$ cat src/rtl/mcdf_formatter.sv
// ============================================================================
// Module   : mcdf_formatter
// Purpose  : Turns one arbitrated channel FIFO burst into a framed packet stream.
// Revision : 1.0
// ============================================================================
`default_nettype none

module mcdf_formatter (
    input  logic        clk_i,
    input  logic        rst_i,
    input  logic        a_req_i,
    input  logic [1:0]  a_id_i,
    input  logic [31:0] a_data_i,
    output logic        a_ack_o,
    input  logic [2:0]  len_i,
    output logic        fmt_req_o,
    input  logic        fmt_grant_i,
    output logic [1:0]  fmt_chid_o,
    output logic [5:0]  fmt_length_o,
    output logic [31:0] fmt_data_o,
    output logic        fmt_val_o,
    output logic        fmt_start_o,
    output logic        fmt_end_o
);

    typedef enum logic [1:0] {
        ST_IDLE = 2'd0,
        ST_REQ  = 2'd1,
        ST_SEND = 2'd2,
        ST_LAST = 2'd3
    } state_t;

    state_t      state_q;
    logic [5:0]  word_cnt_q;
    logic [5:0]  word_cnt_d;
    logic [5:0]  length_q;
    logic [5:0]  length_d;
    logic [1:0]  chid_q;
    logic [31:0] data_q;
    logic        ack_q;
    logic        req_q;
    logic        val_q;
    logic        start_q;
    logic        end_q;
    logic        last_word;

    always_comb begin
        length_d = 6'd32;
        case (len_i)
            3'd0:    length_d = 6'd4;
            3'd1:    length_d = 6'd8;
            3'd2:    length_d = 6'd16;
            default: length_d = 6'd32;
        endcase
    end

    assign word_cnt_d = word_cnt_q + 6'd1;
    assign last_word  = (word_cnt_q == (length_q - 6'd1));

    // Every output is a register so downstream sees glitch-free framing.
    always_ff @(posedge clk_i or posedge rst_i) begin
        if (rst_i) begin
            state_q    <= ST_IDLE;
            word_cnt_q <= 6'd0;
            length_q   <= 6'd0;
            chid_q     <= 2'd0;
            data_q     <= 32'd0;
            ack_q      <= 1'b0;
            req_q      <= 1'b0;
            val_q      <= 1'b0;
            start_q    <= 1'b0;
            end_q      <= 1'b0;
        end else begin
            val_q   <= 1'b0;
            start_q <= 1'b0;
            end_q   <= 1'b0;
            case (state_q)
                ST_IDLE: begin
                    if (a_req_i) begin
                        state_q  <= ST_REQ;
                        chid_q   <= a_id_i;
                        length_q <= length_d;
                        req_q    <= 1'b1;
                    end
                end
                ST_REQ: begin
                    if (fmt_grant_i) begin
                        state_q    <= ST_SEND;
                        req_q      <= 1'b0;
                        ack_q      <= 1'b1;
                        word_cnt_q <= 6'd0;
                    end
                end
                ST_SEND: begin
                    // ack_q is high throughout SEND, so each cycle here pops one word.
                    data_q     <= a_data_i;
                    val_q      <= 1'b1;
                    start_q    <= (word_cnt_q == 6'd0);
                    end_q      <= last_word;
                    word_cnt_q <= word_cnt_d;
                    if (last_word) begin
                        state_q <= ST_LAST;
                        ack_q   <= 1'b0;
                    end
                end
                ST_LAST: begin
                    state_q <= ST_IDLE;
                end
                default: begin
                    state_q <= ST_IDLE;
                    req_q   <= 1'b0;
                    ack_q   <= 1'b0;
                end
            endcase
        end
    end

    assign a_ack_o      = ack_q;
    assign fmt_req_o    = req_q;
    assign fmt_chid_o   = chid_q;
    assign fmt_length_o = length_q;
    assign fmt_data_o   = data_q;
    assign fmt_val_o    = val_q;
    assign fmt_start_o  = start_q;
    assign fmt_end_o    = end_q;

endmodule

`default_nettype wire

$ cat config.mk
export PLATFORM = sky130hd
export DESIGN_NAME = mcdf_formatter
export DESIGN_NICKNAME = d
export VERILOG_FILES = /design/src/rtl/mcdf_formatter.sv
export SDC_FILE = /design/constraint.sdc
export NUM_CORES = 1
export LEC_CHECK = 0
export ABC_AREA = 1
export CAP_MARGIN = 20
export CORE_ASPECT_RATIO = 0.6
export CORE_MARGIN = 5
export CORE_UTILIZATION = 44
export CTS_BUF_LIST = sky130_fd_sc_hd__clkbuf_8 sky130_fd_sc_hd__clkbuf_16
export CTS_CLUSTER_DIAMETER = 60
export DETAILED_ROUTE_END_ITERATION = 8
export GPL_TIMING_DRIVEN = 1
export HOLD_SLACK_MARGIN = 0.05
export PLACE_DENSITY = 0.8
export SKIP_LAST_GASP = 1
export SYNTH_ARGS = -nofsm -noshare
export SYNTH_HDL_FRONTEND = slang
export SYNTH_SLANG_ARGS = --single-unit
$ cat constraint.sdc
create_clock -name clk_i -period 1.83 [get_ports clk_i]
set_input_delay 0.2745 -clock clk_i [delete_from_list [all_inputs] [get_ports clk_i]]
set_output_delay 0.2745 -clock clk_i [all_outputs]
set_load 0.02 [all_outputs]
**Word level (Yosys, flattened, before mapping)**

Cells that the tools add are included.

- Bits in registers: 53
- ROM bits: 0
- Bits in writable memories: 0
- Input bits: 41
- Latch bits: 0
- Memories kept: 0
- Output and inout port bits: 45

- Reduce and logical (&&, ||, !) cells: 10
- Div/mod/pow operators: 0
- Magnitude comparators: 0
- Multiply operators: 0
- Eq/ne operators: 9
- Add/sub/neg operators: 2
- Bitwise operators: 0
- Mux-type cells: 16
- Shift operators: 0

Operator list:

| operator | count |
|---|---|
| 6-bit case mux with 3 select lines | 1 |
| 6-bit case mux with 2 select lines | 1 |
| 3-bit AND reduction | 3 |
| 2-bit case mux with 4 select lines | 1 |
| 1-bit 2-to-1 mux | 7 |
| 6-bit by 1-bit adder with 6-bit output (second input constant) | 1 |
| 6-bit equality test | 1 |
| 6-bit zero test | 1 |
| 2-bit 2-to-1 mux | 3 |
| 6-bit 2-to-1 mux | 1 |
| 2-bit inequality test (second input constant) | 3 |
| 6-bit by 1-bit subtractor with 6-bit output (second input constant) | 1 |
| 2-bit equality test (second input constant) | 2 |
| 1-bit case mux with 2 select lines | 2 |
| 2-bit AND reduction | 2 |
| 2-bit nonzero test | 2 |
| 3-bit by 1-bit equality test with 1-bit output (second input constant) | 1 |
| 3-bit by 2-bit equality test with 1-bit output (second input constant) | 1 |
| 3-bit zero test | 1 |
| 2-bit by 1-bit equality test with 1-bit output (second input constant) | 1 |
| 2-bit zero test | 1 |

**Logic depth before layout (Yosys ltp)**

- Word-level depth: 4
- Depth in mapped cells: 12
- Depth with buffers taken out: 12

**Worst setup path before layout**

OpenSTA, ideal clock, no wires.

- Path type: register to register
- Start point: register length_q[2] (netlist: fmt_length_o[2])
- End point: register state_q[0]
- Required time: 1.714 ns
- Arrival: 1.491 ns
- Path buffers: 0
- Path slack: 0.222 ns
- Cell stages (with the launch flop): 13
- Path through: dfrtp_1 > inv_1 > ha_1 > nand2_1 > inv_1 > nor2_1 > nand2_1 > nor2_1 > nand2_2 > nand2_2 > nand2_2 > nand2_1 > nand2_1

- Cells in the longest elaborated chain, start to end: 4

RTL lines:

| item | RTL line | RTL |
|---|---|---|
| start, declared | 36 | `logic [5:0] length_q;` |
| start signal, assigned | 82 | `length_q <= length_d;` |
| 6-bit by 1-bit subtractor with 6-bit output | 58 | `assign last_word = (word_cnt_q == (length_q - 6'd1));` |
| 6-bit equality test | 58 |  |
| 2-bit inequality test (no line) | n/a |  |
| 3-bit AND reduction (no line) | n/a |  |
| end signal, assigned | 63 | `state_q <= ST_IDLE;` |
| end signal, assigned | 80 | `state_q <= ST_REQ;` |
| end signal, assigned | 88 | `state_q <= ST_SEND;` |
| end, declared | 33 | `state_t state_q;` |

Every way passes these cells.
A chain may end at the register's enable or synchronous reset.

**Final worst setup path**

- Start point: register length_q[4] (netlist: fmt_length_o[4])
- End point: output port fmt_length_o[4]

RTL lines:

| item | RTL line | RTL |
|---|---|---|
| end, declared | 19 | `output logic [5:0] fmt_length_o,` |

No word-level cell between the ends.

==> results.json <==
{
  "status": "complete, no violations",
  "leakage_nw": 1.61,
  "tritoncts": "built",
  "dp_slack_ps": 182,
  "fin_tns_setup_ps": 0,
  "startpoint_type": "flip-flop",
  "finalHoldViolations": 0,
  "ctsHoldBuffers": 0,
  "cts_buffer_depth": 2,
  "synth-warning-count": 0,
  "slew_violations": 0,
  "dieArea_sq_mm": 0.00672,
  "clk_transition_reported_paths_ps": 90,
  "maxCapViolations": 0,
  "setup_ws_ps": 205,
  "start_util": 0.451,
  "clk_latency_ps": 290,
  "final_nets": 407,
  "ir_drop_v": 0.000945,
  "cts_buffers": 5,
  "rrSetupSlack_ps": 210,
  "layout_commonest_cell": "nand2_1",
  "fin_crit_ps": 1620,
  "powerDensity_mw_per_mm2": 1710,
  "fin_crit_sh": 0.888,
  "met2RoutedLength_mm": 2.29,
  "end_kind": "output pin",
  "grt_usage": 0.174,
  "path_buf_inv": 1,
  "portBuffers": 83,
  "synthAdderAreaFrac": 0.0388,
  "rr_worst_depth": 12,
  "fmax_mhz": 615,
  "crit_chain": "clkdlybuf4s50_1",
  "num_vias": 1946,
  "antenna_found_initial": 0,
  "setup_violations": 0,
  "rsz0062_at_grt": "no",
  "io_pins": 86,
  "yosys.area_share.simple": 0.301,
  "grt_pass1_vias": 1894,
  "synthCells": 271,
  "synth_compound_area_frac": 0.0277,
  "rr_endpoint": "state_q[0]",
  "worstSetupPathType": "reg2out",
  "gp_congestion": 0.870,
  "cpMaxStageDelayCell": "clkdlybuf4s50_1",
  "diodes": 0,
  "synth_mux_area_frac": 0,
  "synth-seq-cells": 51,
  "mostFrequentLayoutCells": "nand2_1 (129), clkdlybuf4s50_1 (83), dfrtp_1 (51), inv_1 (20), nor2_1 (15)",
  "clockRootBuffer": "clkbuf_8",
  "critPathMaxStageDelay_ps": 640,
  "stdcell_area_sq_mm": 0.00326,
  "drc": 0,
  "fin_worst_skew_ps": 5.02,
  "worstSetupStartpoint": "fmt_length_o[4]",
  "yosysSeqAreaShare": 0.565,
  "place_area_sq_mm": 0.00317,
  "wl_met3_um": 507,
  "grt_pass1_wl_mm": 9.13,
  "h-tree-depth": 2,
  "core-area_sq_mm": 0.00500,
  "nFillCells": 433,
  "drtIter0Drc": 80,
  "cts.sinks": 51,
  "area_growth_pct": 44.2,
  "maxUsedRoutingLayer": "met4",
  "reg2reg_from": "fmt_length_o[2]",
  "cp_data_arrival_time_ps": 1350,
  "ys_types": 23,
  "path_delay_family": "buffers and inverters",
  "fp.dieW_um": 103,
  "wl_per_cell_um": 12.7,
  "routed_wl_mm": 5.42,
  "synthesis.area_sq_mm": 0.00226,
  "row_count": 20,
  "drtAntennaViolNets": 0,
  "drt_first_pass_iters": 4,
  "dp.final_hpwl_mm": 4.25,
  "drive_gt1_frac": 0.0694,
  "synth_xor_area_frac": 0.00775,
  "fp.dieH_um": 65.5,
  "hp-class": "in2async",
  "syn-mean-instance-area_sq_um": 8.34,
  "synth_top_family_by_area": "simple AND/OR/NAND/NOR gates",
  "grt_max_degree": 35,
  "via_per_inst": 4.57,
  "path_max_fanout": 4,
  "crit_required_ps": 1560,
  "m1WireLength_mm": 2.58,
  "grt.overflow.total": 0
}
==> worst max path at each step <==
| stage | to | depth (start not counted) |
|---|---|---|
| floorplan | state_q[0] | 12 |
| global placement | word_cnt_q[5] | 10 |
| detailed placement | word_cnt_q[5] | 10 |
| CTS | fmt_length_o[5] | 1 |
| global route | state_q[0] | 12 |
| finish | fmt_length_o[4] | 1 |
==> metrics by stage <==
| stage | cells | util | total power [mW] | hold WS [ps] |
|---|---|---|---|---|
| after floorplan | 272 | - | 3.67 | 375 |
| after global placement | 418 | 0.634 | 4.93 | 453 |
| after detailed placement | 418 | 0.634 | 5.01 | 459 |
| after CTS | 426 | 0.651 | 5.64 | 309 |
| after global routing | 426 | 0.651 | 6.07 | 341 |
| final | 426 | 0.651 | 5.57 | 311 |
==> cell families (layout without fill, tap and decap cells) <==
group | after synthesis | after routing
XOR/XNOR | 2 | 2
adder cells (fa/ha/maj) | 7 | 7
flip-flops | 51 | 51
other | 1 | 2
buffers and inverters | 31 | 119
AO/OA/AOI/OAI | 12 | 12
AND/OR/NAND/NOR | 167 | 167
==> layer usage <==
layer | track usage | vias up
met5 | 0 | -
met1 | 0.254 | 873
met4 | 0.0442 | 0
met2 | 0.255 | 71
li1 | - | 998
met3 | 0.0477 | 4
==> area by class of cell <==
| class | instances | area, sq um | share of cell area |
|---|---|---|---|
| Clock buffer | 5 | 68.8 | 0.0211 |
| Tap cell | 66 | 82.6 | 0.0253 |
| Timing Repair Buffer | 89 | 876 | 0.269 |
| Inverter | 22 | 82.6 | 0.0253 |
| Sequential cell | 51 | 1280 | 0.392 |
| Multi-Input combinational cell | 190 | 857 | 0.263 |
| Clock inverter | 3 | 15.0 | 0.00461 |
==> where the power goes <==
group	leakage (nW)	internal [mW]	switching (mW)
clock	0.0477	0.262	0.345
combinational	0.927	1.32	1.72
sequential	0.636	1.63	0.293
total	1.61	3.21	2.36
==> synth_stat cells <==
cell type  number  area (sq um)
xnor2_1         1          8.76
nand2_1       129           484
nand2_2         4          25.0
or2_2           2          12.5
o22ai_1         2          12.5
buf_4           3          22.5
nor2_1         15          56.3
nor3_2          1          10.0
o21ai_0         7          35.0
xor2_1          1          8.76
nor3_1          2          10.0
nor4_1          2          12.5
a21oi_1         3          15.0
nand3_1        10          50.1
inv_1          21          78.8
buf_2           4          20.0
nor2_4          1          11.3
inv_2           1          3.75
clkbuf_1        2          7.51
dfrtp_1        51          1280
nor3b_1         1          7.51
ha_1            7          87.6
conb_1          1          3.75
==> state kept, by name, indices dropped and copies added, names as in the netlist <==
name / count
fmt_data_o: 32
fmt_req_o: 1
fmt_length_o: 4
a_ack_o: 1
fmt_val_o: 1
state_q: 2
fmt_start_o: 1
fmt_chid_o: 2
fmt_end_o: 1
word_cnt_q: 6
==> what timing repair did <==
item	in CTS	in global routing
setup buffers	0	0
resized for setup	0	1
endpoints found under the setup margin	0	1
Note: power is estimated with default switching activity, not from simulation.
==> edit (same flow settings) <==
Re-encode `state_t` (4 states) as one-hot, 4 bits wide.
--- a/src/rtl/mcdf_formatter.sv
+++ b/src/rtl/mcdf_formatter.sv
@@ -24,9 +24,9 @@
 );
 
-    typedef enum logic [1:0] {
-        ST_IDLE = 2'd0,
-        ST_REQ  = 2'd1,
-        ST_SEND = 2'd2,
-        ST_LAST = 2'd3
+    typedef enum logic [3:0] {
+        ST_IDLE = 4'b0001,
+        ST_REQ  = 4'b0010,
+        ST_SEND = 4'b0100,
+        ST_LAST = 4'b1000
     } state_t;
 
Behaviour: no difference found for any inputs over 10 cycles, from zero or initial values and one cycle with rst_i high; not proved beyond that.
==> edit against the original RTL <==
Sequential share of layout area grew 0.72 points; critical path depth grew 1; synthesized area grew 1.4%; sequential cell count grew 2; total power grew 1.6%; final area grew 2.2%; highest routed layer unchanged; final cell count grew 0.70%; setup slack lost 0.037 ns; routed wire length grew 3.2%; clock power grew 31%.
==> edit: results (changes against the original RTL) <==
dpl hpwl=4160 um (was 4250 um); Root Buffer=clkbuf_8 (unchanged); outcome=finished, final reports clean (unchanged); initial antenna violation count=0 (unchanged); worst reg2reg path endpoint=a_ack_o$_DFFE_PP0P_ (was state_q[0]$_DFFE_PP0P_); max reg flops=32 (unchanged); Synth Flop Type=dfrtp_1 (unchanged); vias per cell=4.66 (was 4.57); synth cell count leaders=nand2_1 (134), dfrtp_1 (52), inv_1 (18) (was nand2_1 (129), dfrtp_1 (51), inv_1 (21)); CP max FO=3 (was 4); Critical Path Sink=fmt_length_o[3] (was fmt_length_o[4]); crit path DAT=1.39 ns (was 1.35 ns); RD Place Congestion=0.815 (was 0.870); # port buffers=83 (unchanged); post-cts sizing count=0 (unchanged); layout cell share with drive strength beyond 1=0.0579 (was 0.0694); Worst Hold Class=in -> async (unchanged); Routed WL=5590 um (was 5420 um); crit path max-delay cell type=clkdlybuf4s50_1 (unchanged); post-CTS setup buffer count=0 (unchanged); CP max stage delay=0.59 ns (was 0.64 ns); first-pass GRT wire length=9280 um (was 9130 um); Post-synth EDFFs=0 (unchanged); fin worst setup slack=0.169 ns (was 0.205 ns); clk_skew=0.00554 ns (was 0.00502 ns); worst reg2reg startpoint=fmt_length_o[2]$_DFFE_PP0P_ (unchanged); Reg2Reg Setup Slack=0.25 ns (was 0.21 ns); Placeable Area=5050 um^2 (was 5000 um^2); first drt pass iteration count=4 (unchanged); Filler cells=416 (was 433); Reg clk slew, reported paths=0.09 ns (about the same); GRT Resource Usage Total=0.176 (was 0.174); leakage=1.63 nW (was 1.61 nW); Synth cell types=25 (was 23); critical path launch point=fmt_length_o[3]$_DFFE_PP0P_ (was fmt_length_o[4]$_DFFE_PP0P_); First DRT Iteration DRCs=56 (was 80); CTS buffer count=5 (unchanged); async set-reset flop share out of synthesis=1.00 (unchanged); Synth Warn #=0 (unchanged); largest net degree at the start of global routing=54 (was 35); vias in the first global route=2029 (was 1894); Slew @ Worst Pin=0.520 ns; Synth area leaders=dfrtp_1 (57%), nand2_1 (22%), inv_1 (2.9%) (was dfrtp_1 (56%), nand2_1 (21%), ha_1 (3.9%)); Placed Area=3200 um^2 (was 3170 um^2); H-Tree Depth=2 (unchanged); Place WS=0.161 ns (was 0.182 ns); sequential-to-total area share from yosys stat=0.579 (was 0.565); Max IR drop VDD=0.808 mV (was 0.945 mV); Reg2Reg Depth=12 (unchanged); Antenna Cells=0 (unchanged); clk_lat worst skew=0.30 ns; Nets=406 (was 407)
-- edit: cell count changes after synthesis, moves of 3 or more --
| cell | change |
|---|---|
| inv_1 | -3 |
| nand3_1 | +3 |
| nand2_2 | -4 |
| ha_1 | -4 |
| nand2_1 | +5 |
-- edit: cell families (layout without fill, tap and decap cells) --
logic type,after synthesis,count (layout),share of synthesized area
XOR/XNOR,2,2,0.00765
flip-flops,53,53,0.579
other,1,2,0.00164
AND/OR/NAND/NOR,170,170,0.300
AO/OA/AOI/OAI,15,15,0.0350
buffers and inverters,31,118,0.0595
adder cells (fa/ha/maj),3,3,0.0164
-- edit: worst min path at each step --
| stage | endpoint | slack [ns] | depth (start not counted) |
|---|---|---|---|
| global route | fmt_data_o[27]$_DFFE_PP0P_ | 0.36 | 3 |
| global placement | fmt_chid_o[0]$_DFFE_PP0P_ | 0.46 | 2 |
| floorplan | fmt_data_o[0]$_DFFE_PP0P_ | 0.38 | 2 |
| CTS | fmt_data_o[2]$_DFFE_PP0P_ | 0.34 | 3 |
| detailed placement | fmt_data_o[28]$_DFFE_PP0P_ | 0.46 | 2 |
| finish | state_q[1]$_DFFE_PP0P_ | 0.34 | 3 |
-- edit: stage by stage --
step                      total power [W]  cells  hold WS, ns
after floorplan                   0.00357    276        0.384
after global routing              0.00608    429        0.364
after global placement            0.00479    419        0.457
after CTS                         0.00571    427        0.343
after detailed placement          0.00487    419        0.464
final                             0.00566    429        0.336
-- edit: routing by layer --
layer	global-route usage	vias to the layer above	share of wire
met5	0	-	0
met4	0.0630	0	0.015
met3	0.0453	10	0.074
met2	0.268	60	0.43
met1	0.242	913	0.48
li1	-	1014	-
-- edit: where the power goes --
group	internal, W	switching (W)	leakage, nW	total, W
combinational	0.00129	0.00149	0.928	0.00278
sequential	0.00171	0.000375	0.642	0.00209
clock	0.000440	0.000357	0.0626	0.000798
-- edit: final cells by class --
class | instances | area (um^2) | area share
clock buffers | 6 | 82.6 | 0.0248
clock inverters | 2 | 33.8 | 0.0102
inverters | 20 | 75.1 | 0.0226
multi-input cells | 192 | 831 | 0.250
flip-flops and latches | 53 | 1330 | 0.399
well taps | 66 | 82.6 | 0.0248
repair buffers | 90 | 896 | 0.269
-- edit: worst register-to-register path, delay by kind of cell, from the launching register on --
family / cells / cell delay, ns
adder cells (fa/ha/maj): 1 / 0.31
buffers and inverters: 2 / 0.10
flip-flops: 1 / 0.38
AND/OR/NAND/NOR: 9 / 0.66
